===== config.mk =====
export PLATFORM = sky130hd
export DESIGN_NAME = pc_sequencer
export DESIGN_NICKNAME = d
export VERILOG_FILES = /design/src/rtl/pc_sequencer.sv
export SDC_FILE = /design/constraint.sdc
export NUM_CORES = 1
export LEC_CHECK = 0
export CAP_MARGIN = 20
export CORE_AREA = 2 2 108 110
export DETAILED_ROUTE_END_ITERATION = 10
export DIE_AREA = 0 0 110 112
export HOLD_SLACK_MARGIN = 0.03
export PLACE_DENSITY_LB_ADDON = 0.1
export SLEW_MARGIN = 20
export SYNTH_ARGS = -nofsm -noshare
export SYNTH_HDL_FRONTEND = slang
export SYNTH_SLANG_ARGS = --single-unit

===== constraint.sdc =====
create_clock -name clk -period 3.4 [get_ports clk]
set_clock_uncertainty 0.05 [all_clocks]
set_input_delay 0.51 -clock clk [delete_from_list [all_inputs] [get_ports clk]]
set_output_delay 0.51 -clock clk [all_outputs]
set_load 0.01 [all_outputs]

===== src/rtl/pc_sequencer.sv =====
// -----------------------------------------------------------------------------
// pc_sequencer
//
// Program-counter sequencer for a small single-cycle core. Each cycle in RUN
// the PC advances: pc+1, a taken branch (pc+1+imm), an absolute jump (imm), or
// a register jump (reg_target, or the top of the return-address stack when
// that is built in). A HALT instruction parks the core until reset. A
// switch-input instruction parks it in WAIT_CONFIRM until a rising edge on the
// debounced confirm button, and then steps to pc+1.
//
// Optional feature macro: PC_SEQ_RAS_EN
//   Defined   : circular return-address stack of RAS_DEPTH x PC_WIDTH.
//               jal pushes pc+1, and jr pops its target from the stack.
//   Undefined : jr always uses reg_target. The ras_* outputs are tied to 0.
//
// Parameters
//   PC_WIDTH        program-counter and target width
//   IMEM_ADDR_WIDTH instruction-memory address width
//   RAS_DEPTH       return-address-stack entries (power of 2, >= 2)
//   RESET_PC        PC value after reset
//
// Ports
//   clk, reset           clock; synchronous active-low reset
//   halt, stall_req      current instruction is HALT / wants switch input
//   confirm              debounced confirm button level
//   branch, zero         conditional branch and ALU zero flag
//   jump, jr, jal        jump, jump-through-register, jump-and-link
//   imm, reg_target      sign-extended immediate; register jump operand
//   pc, pc_plus_one      current PC and pc+1 (combinational)
//   imem_addr            pc truncated to the instruction-memory width
//   advance              one-cycle pulse in the cycle after the PC updates
//   waiting, halted      high in WAIT_CONFIRM / HALTED
//   ras_count            number of valid RAS entries
//   ras_overflow         sticky: push while full
//   ras_underflow        sticky: pop while empty
// -----------------------------------------------------------------------------
module pc_sequencer #(
    parameter int                     PC_WIDTH        = 32,
    parameter int                     IMEM_ADDR_WIDTH = 6,
    parameter int                     RAS_DEPTH       = 8,
    parameter logic [PC_WIDTH-1:0]    RESET_PC        = '0
) (
    input  logic                         clk,
    input  logic                         reset,
    input  logic                         halt,
    input  logic                         stall_req,
    input  logic                         confirm,
    input  logic                         branch,
    input  logic                         zero,
    input  logic                         jump,
    input  logic                         jr,
    input  logic                         jal,
    input  logic [PC_WIDTH-1:0]          imm,
    input  logic [PC_WIDTH-1:0]          reg_target,
    output logic [PC_WIDTH-1:0]          pc,
    output logic [PC_WIDTH-1:0]          pc_plus_one,
    output logic [IMEM_ADDR_WIDTH-1:0]   imem_addr,
    output logic                         advance,
    output logic                         waiting,
    output logic                         halted,
    output logic [$clog2(RAS_DEPTH):0]   ras_count,
    output logic                         ras_overflow,
    output logic                         ras_underflow
);

    typedef enum logic [1:0] {
        RUN,
        WAIT_CONFIRM,
        HALTED
    } state_t;

    state_t                state;
    state_t                state_next;
    logic [PC_WIDTH-1:0]   pc_next;
    logic                  advance_next;
    logic                  confirm_q;
    logic                  confirm_rise;
    logic [PC_WIDTH-1:0]   branch_target;
    logic [PC_WIDTH-1:0]   jr_target;
    logic                  do_push;
    logic                  do_pop;

    // All PC arithmetic wraps naturally at PC_WIDTH bits.
    assign pc_plus_one   = pc + PC_WIDTH'(1);
    assign branch_target = pc_plus_one + imm;
    assign imem_addr     = pc[IMEM_ADDR_WIDTH-1:0];
    assign waiting       = (state == WAIT_CONFIRM);
    assign halted        = (state == HALTED);

    // confirm_q follows confirm in every state. A button that is already held
    // at the moment we enter WAIT_CONFIRM therefore shows no edge.
    assign confirm_rise  = confirm & ~confirm_q;

    // NOTE: every signal written here gets a default first, so no path
    // leaves a signal unassigned and no latch is inferred.
    always_comb begin
        state_next   = state;
        pc_next      = pc;
        advance_next = 1'b0;
        do_push      = 1'b0;
        do_pop       = 1'b0;
        case (state)
            RUN: begin
                if (halt) begin
                    state_next = HALTED;
                end else if (stall_req) begin
                    state_next = WAIT_CONFIRM;
                end else begin
                    advance_next = 1'b1;
                    do_push      = jal;
                    if (branch && zero) begin
                        pc_next = branch_target;
                    end else if (jump && jr) begin
                        pc_next = jr_target;
                        do_pop  = 1'b1;
                    end else if (jump) begin
                        pc_next = imm;
                    end else begin
                        pc_next = pc_plus_one;
                    end
                end
            end
            WAIT_CONFIRM: begin
                if (confirm_rise) begin
                    pc_next      = pc_plus_one;
                    advance_next = 1'b1;
                    state_next   = RUN;
                end
            end
            HALTED: begin
                // Only reset leaves HALTED.
            end
            default: begin
                state_next = RUN;
            end
        endcase
    end

    // NOTE: sequential state uses non-blocking assignments only. Every
    // register then samples values from before the clock edge.
    always_ff @(posedge clk) begin
        if (!reset) begin
            state     <= RUN;
            pc        <= RESET_PC;
            advance   <= 1'b0;
            confirm_q <= 1'b0;
        end else begin
            state     <= state_next;
            pc        <= pc_next;
            advance   <= advance_next;
            confirm_q <= confirm;
        end
    end

`ifdef PC_SEQ_RAS_EN
    localparam int PTR_W = $clog2(RAS_DEPTH);
    localparam int CNT_W = PTR_W + 1;
    localparam logic [CNT_W-1:0] RAS_FULL = CNT_W'(RAS_DEPTH);

    logic [PC_WIDTH-1:0] ras_mem [RAS_DEPTH];
    logic [PTR_W-1:0]    ras_ptr;      // next slot to write
    logic [PTR_W-1:0]    top_idx;      // most recent entry
    logic [CNT_W-1:0]    ras_cnt;
    logic                ras_empty;
    logic                ras_full;
    logic                pop_ok;
    logic                mem_we;
    logic [PTR_W-1:0]    mem_waddr;

    assign top_idx   = ras_ptr - PTR_W'(1);
    assign ras_empty = (ras_cnt == '0);
    assign ras_full  = (ras_cnt == RAS_FULL);
    assign jr_target = ras_empty ? reg_target : ras_mem[top_idx];
    assign pop_ok    = do_pop & ~ras_empty;

    // When a pop and a push happen together, the push overwrites the entry
    // that was just popped. The pointer and count then stay the same. A plain
    // push at full writes at ras_ptr, which is the oldest slot, so the
    // circular buffer loses the oldest return address.
    assign mem_we    = do_push;
    assign mem_waddr = pop_ok ? top_idx : ras_ptr;

    // NOTE: the stack storage has no reset. Its contents are meaningless
    // while ras_cnt is 0, so only the pointer, the count and the flags reset.
    always_ff @(posedge clk) begin
        if (mem_we) begin
            ras_mem[mem_waddr] <= pc_plus_one;
        end
    end

    always_ff @(posedge clk) begin
        if (!reset) begin
            ras_ptr       <= '0;
            ras_cnt       <= '0;
            ras_overflow  <= 1'b0;
            ras_underflow <= 1'b0;
        end else begin
            if (pop_ok && !do_push) begin
                ras_ptr <= top_idx;
                ras_cnt <= ras_cnt - CNT_W'(1);
            end else if (do_push && !pop_ok) begin
                ras_ptr <= ras_ptr + PTR_W'(1);
                if (ras_full) begin
                    ras_overflow <= 1'b1;
                end else begin
                    ras_cnt <= ras_cnt + CNT_W'(1);
                end
            end
            if (do_pop && ras_empty) begin
                ras_underflow <= 1'b1;
            end
        end
    end

    assign ras_count = ras_cnt;
`else
    logic unused_ras;

    assign jr_target     = reg_target;
    assign ras_count     = '0;
    assign ras_overflow  = 1'b0;
    assign ras_underflow = 1'b0;
    assign unused_ras    = ^{jal, do_push, do_pop};
`endif

endmodule


# Word-level counts from Yosys, hierarchy flattened
# Index checks and enable logic that the tools add are counted.
# totals
ram_bits	0
latch_bits	0
mem_bits_ro	0
word_cells	36
memories	0
regBits	36
inputBits	74
output_inout_bits	79
# classes
bitwise_logic	3
n_reduce_logical	6
shift	0
n_eq_ne	6
mul	0
magnitude_cmp	0
div_mod_pow	0
addsub	2
muxes	15
# ops
cell	n
two-way mux 32 bit	6
one-hot mux 32 bit (2 select lines)	1
adder 32 x 1 -> 32 bit (second input constant)	1
adder 32 bit	1
two-way mux 2 bit	3
one-hot mux 2 bit (3 select lines)	1
!= test 2 bit (second input constant)	2
AND reduction 4 bit	1
two-way mux 1 bit	3
!= test 3 bit (second input constant)	1
AND reduction 3 bit	1
equality test 2 x 1 -> 1 bit (second input constant)	1
equality test 2 bit (second input constant)	1
logical AND 1 bit	2
logical NOT 2 bit	1
!= test 2 x 1 -> 1 bit (second input constant)	1
inverter 1 bit	2
one-hot mux 1 bit (2 select lines)	1
nonzero test 2 bit	1
AND 1 bit	1

# Logic depth before layout (Yosys ltp)
# logic_depth
depth_word	7
depth_mapped	16
mapped_depth_nobuf	15

# Worst setup path before layout
# No wires, ideal clock.
# synth_path
path_kind	flip-flop to flip-flop
start	register pc[2]
end	register pc[28]
slack_ns	-0.291
arrival_ns	3.512
stages_incl_launch_ff	14
setup_time_ns	0.129
required_time_ns	3.221
path_cell_list	dfxtp_1 nand3_1 nor4_1 and3_1 xor2_1 ha_1 nand4_1 a211oi_1 a211oi_1 a21o_1 o311ai_1 mux2i_1 o311ai_1 nand3_1
# synth_via
elab_cells_between_ends	9
classes_between	add/sub (2); mux (7)
# synth_lines
element	line	text
from (decl)	55	output logic [PC_WIDTH-1:0] pc,
from (signal assigned)	149	pc <= pc_next;
adder 32 x 1 -> 32 bit	84	assign pc_plus_one = pc + PC_WIDTH'(1);
named net pc_plus_one[11]	56	output logic [PC_WIDTH-1:0] pc_plus_one,
adder 32 bit	85	assign branch_target = pc_plus_one + imm;
two-way mux 32 bit	111	if (branch && zero) begin
two-way mux 32 bit	106	end else if (stall_req) begin
two-way mux 32 bit	104	if (halt) begin
one-hot mux 32 bit (2 select lines)	102	case (state)
# The timed path passes the listed nets, and every way through them passes these cells. The select of a mux whose other input is x is not followed.
# A chain may end at the register's enable or synchronous reset.

# Worst setup path in the final report
# layout_path
start	register pc[9]
end	register pc[30]
# layout_via
elab_chain_len	7
elab_cells_between_ends	9
classes_between	add/sub (2); mux (7)
# layout_rtl
element	line
adder 32 x 1 -> 32 bit (*)	84
parallel branches: the longest is 5 deep, another holds adder 32 bit	--
one-hot mux 32 bit (2 select lines) (*)	102
# Mark *: on every way between the ends. The select of a mux whose other input is x is not followed.

==> summary.md <==
| Metric | Value |
|---|---|
| Num CTS Buffers | 5 |
| Max_slew headroom | 42.4% |
| CP required | 3.52 ns |
| Core Area | 11200 sq um |
| CTS root buffer | clkbuf_16 |
| Register area share after synthesis | 15.3% |
| Final setup viols | 3 |
| DP Wirelength | 15700 um |
| CTS tree | yes |
| Initial drt markers | 418 |
| VDD IR max | 0.211 mV |
| Largest net degree at the start of global routing | 28 |
| Worst-Skew Late Latency | 0.29 ns |
| Sequential power share | 22.7% |
| CP Launch Type | register |
| Cell internal pwr | 0.00136 W |
| Cell area after synthesis | 4720 sq um |
| Net Sw Frac | 35.6% |
| Clock Path Buffers | 2 |
| Top Layer Used | met4 |
| Layout cells sized above 1 | 32.1% |
| Synth-to-layout area growth | 75.5% |
| DRT Pass-1 Iters | 9 |
| I/O Pins | 153 |
| GPL Wtd Cong | 0.928 |
| Ys Warns | 0 |
| Worst Setup End Kind | register |
| Synth cell types | 66 |
| Final setup margin | -0.0609 ns |
| Hold Buf Count CTS | 0 |
| Post-layout instance area | 8290 sq um |
| Initial antenna violation count | 0 |
| Run status | finished with violations |
| Die area | 12300 sq um |
| GRT overflow | 0 |
| Initial Util | 42.3% |
| Fraction of registers with async set/reset | 0% |
| Routed WL per cell | 19.2 um |
| Final Max Tran Viols | 0 |
| Post-place setup slack | -0.361 ns |
| Via count | 6232 |
| Overall routing resource usage | 32.4% |
| Psw | 0.000749 W |
| Worst hold path class | reg2reg |
| Global-route wire length before repair | 31200 um |
| Post-Route WL | 20600 um |
| Syn Inst Count | 632 |
| DR DRC count | 0 |
| RSZ-0062 raised after global routing | true |
| Number of global-route vias before repair | 6145 |
| Arrival @ worst endpoint | 3.58 ns |
| Comb pwr share | 51.1% |
| Met2 WL | 10000 um |
| Clock network power share | 26.2% |
| Post-synth EDFFs | 0 |
| Chip width | 110 um |
| Fin. Hold Viols | 0 |
| Setup tns final | -0.101 ns |
| # rows | 39 |
| Period minus WS final | 3.46 ns |
| Clock slew at reported path FFs | 0.06 ns |
| Fin crit share | 102% |
| WS Path Type | reg2reg |
| DR vias/cell | 5.80 |
| PwrDens | 254 nW/um^2 |
| Number of port buffers | 145 |
| Post-synth top flop | dfxtp_1 |
| H-tree depth | 2 |
| Clock net sink count | 36 |
| Worst-path fanout max | 6 |
| #FFs+latches synth | 36 |
| Post-DP Area | 7460 sq um |
| Max Cap Viol | 0 |
| ANT nets after route | 0 |
| Layout net count | 1045 |
| Lkg Pwr | 3.59 nW |
| Die Span Y | 112 um |
| Met1 WL | 8310 um |
| Mean Syn Cell Area | 7.47 sq um |
| Met3 WL | 1260 um |
| ANT cells | 0 |
| Failing checks | setup timing |
| Fmax | 289 MHz |
| Worst slew pin tran | 0.860 ns |
-- final timing paths --
path | from | end | slack, ns | cells after the start
worst max-delay path | pc[9] | pc[30] | -0.06 | 15
worst min-delay path | pc[5] | pc[5] | 0.47 | 2
worst max register to register | pc[9] | pc[30] | -0.06 | 15
worst min register to register | pc[5] | pc[5] | 0.47 | 2
-- cells in the final DEF (no fill, tap or decap), types with 6 or more instances in the layout --
cell	instances
a211oi_1	10
a21o_1	11
a21oi_1	41
a21oi_2	9
a221oi_1	7
a31oi_1	7
and2_1	9
buf_4	176
clkdlybuf4s50_1	143
conb_1	6
dfxtp_1	21
dfxtp_2	15
ha_1	29
ha_4	8
inv_1	12
mux2_2	10
mux2i_1	24
nand2_1	47
nand3_1	22
nand4_1	8
nor2_1	46
nor2b_1	6
nor3_1	13
o211ai_1	7
o21a_1	9
o21ai_0	35
o21ai_1	11
o22ai_1	16
xnor2_1	24
xnor2_2	9
xor2_1	12
xor2_2	6
-- registers in the layout (all words and copies together) (netlist names) --
register and count:
pc 32, confirm_q 1, state 2, advance 1
-- metal layers --
layer,vias up,global-route usage (%)
li1,2963,-
met4,0,13.9
met2,275,56.2
met1,2926,40.3
met3,68,2.99
met5,-,0
-- critical path: stages, from the launching register on --
cell and delay [ns]:
dfxtp_2 0.33, nand3_2 0.09, or4_4 0.65, nor2_4 0.19, buf_4 0.13, nand3_1 0.11
xnor2_2 0.17, ha_1 0.35, a21o_1 0.21, a21o_1 0.20, a21oi_2 0.15, nor2_1 0.06
a211oi_2 0.24, o31ai_4 0.11, xnor2_1 0.19, o22ai_1 0.10
-- final cells by class --
type                       count  area (sq um)
sequential                    36           739
inverter                      14          52.6
clock inverter                 3          42.5
timing repair buffer         326          2840
multi-input combinational    548          4310
clock buffer                   5           125
fill                         904          2890
tap                          143           179
-- per-stage QoR --
| stage | hold slack (ns) | total power (W) | util [%] | cells |
|---|---|---|---|---|
| 2_1_floorplan | 0.413 | 0.000961 | - | 637 |
| 3_3_place_gp | 0.444 | 0.00143 | 66.7 | 1047 |
| 3_5_place_dp | 0.480 | 0.00145 | 66.7 | 1047 |
| 4_1_cts | 0.469 | 0.00203 | 70.1 | 1060 |
| 5_1_grt | 0.508 | 0.00221 | 74.2 | 1075 |
| 6_report | 0.466 | 0.00210 | 74.2 | 1075 |
-- cell usage after synthesis (3+ instances only) --
master     count  share of area (%)
o22ai_1       16                2.1
xnor2_1       33                6.1
nor3b_1        5               0.79
nor3_1        16                1.7
o211ai_1       7                1.1
and2_1        10                1.3
mux2_2        10                2.4
o221ai_1       3               0.56
o21ai_1        4               0.42
a21oi_1       51                5.4
nand4_1        8                1.1
o2111ai_1      3               0.56
nor2_1        49                3.9
o31ai_1        6               0.95
nand2b_1       3               0.40
a21o_1        12                1.9
ha_1          39                 10
o21a_1         9                1.4
a222oi_1       4               0.85
nor2b_1        6               0.79
mux2i_1       24                5.1
xor2_1        18                3.3
a221oi_1       8                1.5
and3_1         4               0.53
o21bai_1       5               0.79
a22oi_1        3               0.48
nor4_1         3               0.40
nand3_2        3               0.64
nand3_1       25                2.6
inv_1         12               0.95
a211oi_1      16                2.5
nor3_2         3               0.64
dfxtp_1       36                 15
buf_4         13                2.1
clkbuf_1      22                1.7
a31oi_1        8                1.1
o21ai_0       45                4.8
and4_1         5               0.93
nand2_1       51                4.1
-- kinds of logic after synthesis --
family                     share of synthesized area, %
AOI/OAI and AO/OA                                  29.9
xor gates and xnor gates                           9.80
adders and majority gates                          10.8
buffers and inverters                              5.43
DFF                                                15.3
muxes                                              7.47
other                                            0.0794
and+or+nand+nor                                    21.3
-- repair_timing --
action                                  4_1_cts  5_1_grt
endpoints found under the setup margin       13       21
setup buffers                                 5       16
gates resized for setup                      36       67
pin swaps                                    13       41
-- power groups by stage --
stage / Clock (W) / Combinational [W] / Sequential (W)
3_3_place_gp: 0 / 0.000950 / 0.000482
3_5_place_dp: 0 / 0.000965 / 0.000484
5_1_grt: 0.000576 / 0.00115 / 0.000482
6_report: 0.000551 / 0.00108 / 0.000478
2_1_floorplan: 0 / 0.000458 / 0.000503
4_1_cts: 0.000555 / 0.000994 / 0.000476
Power figures use the tool's default switching activity.
